### src/rtl/serial_subtractor.sv
// Bit-serial two's-complement subtractor: a - b computed LSB first as a + ~b + 1.
// Define SERIAL_SUB_OVERFLOW_EN to build the signed-overflow flag; otherwise it is tied to 0.
module serial_subtractor #(
    parameter int unsigned WIDTH = 32
) (
    input  logic             clk_i,
    input  logic             reset_i,
    input  logic             start_i,
    input  logic [WIDTH-1:0] a_i,
    input  logic [WIDTH-1:0] b_i,
    output logic             busy_o,
    output logic             done_o,
    output logic [WIDTH-1:0] diff_o,
    output logic             carryout_o,
    output logic             zero_o,
    output logic             overflow_o
);

    localparam int unsigned CntW = $clog2(WIDTH) + 1;

    typedef enum logic [1:0] {StIdle, StRun, StDone} state_e;

    state_e           state_q, state_d;
    logic [WIDTH-1:0] a_sr_q, a_sr_d;
    logic [WIDTH-1:0] nb_sr_q, nb_sr_d;
    logic [WIDTH-1:0] res_q, res_d;
    logic [WIDTH-1:0] diff_q, diff_d;
    logic [CntW-1:0]  cnt_q, cnt_d;
    logic             c_q, c_d;
    logic             co_q, co_d;
    logic             zero_q, zero_d;
    logic             sum_bit, carry_nxt;
    logic [WIDTH-1:0] res_next;

`ifdef SERIAL_SUB_OVERFLOW_EN
    logic a_msb_q, a_msb_d;
    logic b_msb_q, b_msb_d;
    logic ovf_q, ovf_d;
`endif

    always_ff @(posedge clk_i) begin
        if (reset_i) begin
            state_q <= StIdle;
            a_sr_q  <= '0;
            nb_sr_q <= '0;
            res_q   <= '0;
            diff_q  <= '0;
            cnt_q   <= '0;
            c_q     <= 1'b0;
            co_q    <= 1'b0;
            zero_q  <= 1'b0;
`ifdef SERIAL_SUB_OVERFLOW_EN
            a_msb_q <= 1'b0;
            b_msb_q <= 1'b0;
            ovf_q   <= 1'b0;
`endif
        end else begin
            state_q <= state_d;
            a_sr_q  <= a_sr_d;
            nb_sr_q <= nb_sr_d;
            res_q   <= res_d;
            diff_q  <= diff_d;
            cnt_q   <= cnt_d;
            c_q     <= c_d;
            co_q    <= co_d;
            zero_q  <= zero_d;
`ifdef SERIAL_SUB_OVERFLOW_EN
            a_msb_q <= a_msb_d;
            b_msb_q <= b_msb_d;
            ovf_q   <= ovf_d;
`endif
        end
    end

    always_comb begin
        state_d   = state_q;
        a_sr_d    = a_sr_q;
        nb_sr_d   = nb_sr_q;
        res_d     = res_q;
        diff_d    = diff_q;
        cnt_d     = cnt_q;
        c_d       = c_q;
        co_d      = co_q;
        zero_d    = zero_q;
`ifdef SERIAL_SUB_OVERFLOW_EN
        a_msb_d   = a_msb_q;
        b_msb_d   = b_msb_q;
        ovf_d     = ovf_q;
`endif
        sum_bit   = a_sr_q[0] ^ nb_sr_q[0] ^ c_q;
        carry_nxt = (a_sr_q[0] & nb_sr_q[0]) | (a_sr_q[0] & c_q) | (nb_sr_q[0] & c_q);
        res_next  = {sum_bit, res_q[WIDTH-1:1]};

        unique case (state_q)
            StIdle: begin
                if (start_i) begin
                    a_sr_d  = a_i;
                    nb_sr_d = ~b_i;
                    c_d     = 1'b1;
                    cnt_d   = '0;
                    state_d = StRun;
`ifdef SERIAL_SUB_OVERFLOW_EN
                    a_msb_d = a_i[WIDTH-1];
                    b_msb_d = b_i[WIDTH-1];
`endif
                end
            end
            StRun: begin
                a_sr_d  = a_sr_q >> 1;
                nb_sr_d = nb_sr_q >> 1;
                c_d     = carry_nxt;
                res_d   = res_next;
                cnt_d   = cnt_q + CntW'(1);
                // Flags are published only on the final bit so diff_o stays stable during RUN.
                if (cnt_q == CntW'(WIDTH - 1)) begin
                    state_d = StDone;
                    diff_d  = res_next;
                    co_d    = carry_nxt;
                    zero_d  = (res_next == '0);
`ifdef SERIAL_SUB_OVERFLOW_EN
                    ovf_d   = (a_msb_q != b_msb_q) & (res_next[WIDTH-1] != a_msb_q);
`endif
                end
            end
            StDone: state_d = StIdle;
            default: state_d = StIdle;
        endcase
    end

    assign busy_o     = (state_q == StRun) || (state_q == StDone);
    assign done_o     = (state_q == StDone);
    assign diff_o     = diff_q;
    assign carryout_o = co_q;
    assign zero_o     = zero_q;
`ifdef SERIAL_SUB_OVERFLOW_EN
    assign overflow_o = ovf_q;
`else
    assign overflow_o = 1'b0;
`endif

endmodule

### config.mk
export PLATFORM = sky130hd
export DESIGN_NAME = serial_subtractor
export DESIGN_NICKNAME = d
export VERILOG_FILES = /design/src/rtl/serial_subtractor.sv
export SDC_FILE = /design/constraint.sdc
export NUM_CORES = 1
export LEC_CHECK = 0
export ABC_AREA = 1
export CAP_MARGIN = 0
export CELL_PAD_IN_SITES_DETAIL_PLACEMENT = 0
export CELL_PAD_IN_SITES_GLOBAL_PLACEMENT = 1
export CORE_ASPECT_RATIO = 0.8
export CORE_MARGIN = 2
export CORE_UTILIZATION = 38
export CTS_BUF_LIST = sky130_fd_sc_hd__clkbuf_16
export CTS_CLUSTER_SIZE = 25
export DETAILED_ROUTE_END_ITERATION = 10
export GPL_TIMING_DRIVEN = 0
export PLACE_DENSITY = 0.88
export SYNTH_ARGS = -nofsm -noshare
export SYNTH_HDL_FRONTEND = slang
export SYNTH_SLANG_ARGS = --single-unit
### constraint.sdc
create_clock -name clk_i -period 2 [get_ports clk_i]
set_input_delay 0.2 -clock clk_i [delete_from_list [all_inputs] [get_ports clk_i]]
set_output_delay 0.2 -clock clk_i [all_outputs]
set_load 0.03 [all_outputs]
==> impl_metrics.yaml <==
status:
  status: "complete, no violations"
synthesis:
  syn_area_mm2: 0.00588
  netlist_instances: 749
  ys_types: 29
  synth-edff-count: 0
  postSynthAreaPerCell_um2: 7.85
  ys_seq_area_share_pct: 47.0
  synth_nets: 823
  ys_warn_count: 0
  async_reset_ff_share_pct: 0
  ys_ff_latch: 138
  ys.flop_type: "dfxtp_1"
global_routing:
  grt_pass1_vias: 5066
  grt_pass1_wl_um: 24800
  grt.overflow.total: 0
  antenna_found_initial: 0
  grt_max_degree: 17
  grt_usage_pct: 18.9
clock_tree:
  hold_buffers: 0
  path_clk_slew_ns: 0.06
  clk_path_buf_depth: 2
  clk_latency_ns: 0.42
  numClockSinks: 138
  cts_max_level: 4
  clock-root-buffer: "clkbuf_16"
  numCtsBuffers: 17
  postCtsSetupRepairBufs: 0
  cts_tree: "built"
floorplan:
  boundaryPins: 104
  dieWidth_um: 143
  die_area_mm2: 0.0165
  initial_core_util_pct: 39.0
  std_cell_rows: 40
  die_h_um: 115
  core_area_mm2: 0.0151
critical_path:
  critPathCaptureType: "output port"
  critPathMaxFanout: 4
  start_kind: "flip-flop"
  cp.required_ns: 1.80
  crit_type: "reg2out"
  critical_path_arrival_ns: 1.58
cells_and_area:
  layout-drive-gt1-share_pct: 11.9
  seq_area_mm2: 0.00276
  fin_util_pct: 50.9
  multi_input_area_mm2: 0.00271
  nets: 943
  fin_cells: 1091
  syn_to_final_growth_pct: 30.5
  fillCellCount: 1510
  diodes: 0
pwr:
  peakVddDrop_uv: 564
  seqPwrFrac_pct: 38.0
  p_int_mw: 6.23
  power.share.clock_pct: 28.3
  swShare_pct: 36.8
  power_leakage_nw: 2.84
  combPwrFrac_pct: 33.7
  p_per_area_mw_per_mm2: 1290
  switching_power_mw: 3.63
sta:
  tightest_slew_ns: 0.505
  min_period_over_period_pct: 89.2
  whs_ns: 0.300
  slew_headroom_pct: 66.3
  rsz0062_at_grt: "false"
  hold_viol_final: 0
  setup_viol: 0
  tns_ns: 0
  fin_worst_skew_ns: 0.00654
  timing.final.crit_period_ns: 1.78
  timing.fmax_mhz: 561
  finalMaxSlewViolations: 0
drt:
  drcViolationCount: 0
  final_antenna_net_count: 0
  dr.pass1.iters: 5
  drt_iter0_markers: 297
  wl_per_cell_um: 14.0
  vias_per_cell: 4.96
  drt_wl_total_um: 15300
  vias: 5415
hold_path:
  hold_class: "in2reg"
place:
  place.gp.congestion: 0.767
  dpl.cell_count: 1060
  post-dp-hpwl_um: 10600
  portBuffers: 101
flow_run:
  max_cap_viol_count: 0
[worst max-delay path: stages (launching register included)]
cell	delay, ns
dfxtp_1	0.38
inv_1	0.10
ha_1	0.28
dlygate4sd2_1	0.40
[per-stage QoR]
step | setup slack, ns | instance area [um^2] | power [mW]
2_1_floorplan | 0.561 | 5880 | 6.17
3_3_place_gp | 0.331 | 7150 | 7.08
3_5_place_dp | 0.310 | 7150 | 7.12
4_1_cts | 0.0514 | 7670 | 9.95
5_1_grt | 0.0749 | 7670 | 10.5
6_report | 0.217 | 7670 | 9.87
[state kept, by name, indices dropped and copies added, names as in the netlist]
| register | flops |
|---|---|
| state_q | 2 |
| nb_sr_q | 32 |
| zero_o | 1 |
| cnt_q | 6 |
| c_q | 1 |
| res_q | 31 |
| a_sr_q | 32 |
| carryout_o | 1 |
| diff_o | 32 |
[placed cells by master (no fill, tap or decap), types with 2 or more instances in the layout]
cell type        Yosys  routed
nand2_1            183     183
a21oi_1             73      73
clkinv_2             0       4
dfxtp_1            138     138
a211oi_2            26      26
clkbuf_16            0      17
clkinv_1             0       5
buf_6                5       5
clkdlybuf4s50_1      0      99
a211oi_1             6       6
a31oi_1             31      31
or2_2                2       2
clkbuf_1            17      17
nand4_1             33      33
ha_1                 6       6
buf_4               11      11
nor3_1               2       2
inv_2                2       2
clkinvlp_4           0       2
o21ai_0             66      66
buf_2               30      30
inv_1               11      13
nor2_1              91      91
nand3_1              6       6
[layer usage]
metal | routed length [um] | GRT usage [%] | vias up | part of all wire [%]
met3 | 774 | 5.87 | 11 | 5.1
met4 | 125 | 4.95 | 0 | 0.82
li1 | - | - | 2786 | -
met1 | 8000 | 26.7 | 2501 | 52
met2 | 6370 | 28.1 | 117 | 42
met5 | 0 | 0 | - | 0
[cells in the mapped netlist (2+ instances only)]
cell type	instances	area share [%]
a31oi_1	31	3.3
clkbuf_1	17	1.1
nor3_1	2	0.17
inv_1	11	0.70
nand2_1	183	12
or2_2	2	0.21
nand4_1	33	3.5
nand3_1	6	0.51
a211oi_2	26	5.5
nor2_1	91	5.8
dfxtp_1	138	47
a21oi_1	73	6.2
buf_4	11	1.4
ha_1	6	1.3
buf_2	30	2.6
inv_2	2	0.13
o21ai_0	66	5.6
a211oi_1	6	0.77
buf_6	5	0.96
[logic make-up (layout without fill, tap and decap cells)]
kind of cell             after synthesis  after routing  synth area share [%]
flip-flops                           138            138                  47.0
XOR/XNOR                               1              1                 0.149
AND/OR/NAND/NOR                      322            322                  22.8
buffers and inverters                 78            210                  6.98
other                                  1              1                0.0638
AO/OA/AOI/OAI                        202            202                  21.4
adder cells (fa/ha/maj)                7              7                  1.62
[final cells by class]
cell class | instances | area share [%]
Sequential cell | 138 | 36.0
Multi-Input combinational cell | 533 | 35.3
Timing Repair Buffer | 101 | 13.2
Clock buffer | 17 | 5.54
Buffer | 65 | 4.71
Tap cell | 210 | 3.42
Clock inverter | 14 | 1.19
Inverter | 13 | 0.636
[power by group through the flow]
stage	clock, mW	combinational, mW	sequential, mW
floorplan	0	2.45	3.71
global placement	0	3.30	3.78
detailed placement	0	3.33	3.79
CTS	2.86	3.34	3.74
global route	2.98	3.74	3.83
finish	2.80	3.32	3.75
[final timing paths]
kind | cells past startpoint | endpoint | from | slack (ns)
setup / recovery | 3 | busy_o | state_q[0]$_SDFFE_PP0P_ | 0.22
hold reg to reg | 2 | diff_o[25]$_SDFFE_PP0P_ | diff_o[25]$_SDFFE_PP0P_ | 0.46
setup reg to reg | 8 | cnt_q[1]$_SDFFE_PP0P_ | state_q[0]$_SDFFE_PP0P_ | 0.28
hold / removal | 3 | diff_o[31]$_SDFFE_PP0P_ | reset_i | 0.30
[what timing repair did]
item	CTS	global route
resized for setup	1	1
cloned	0	0
setup endpoints to repair	1	1
(Power assumes the default switching activity.)
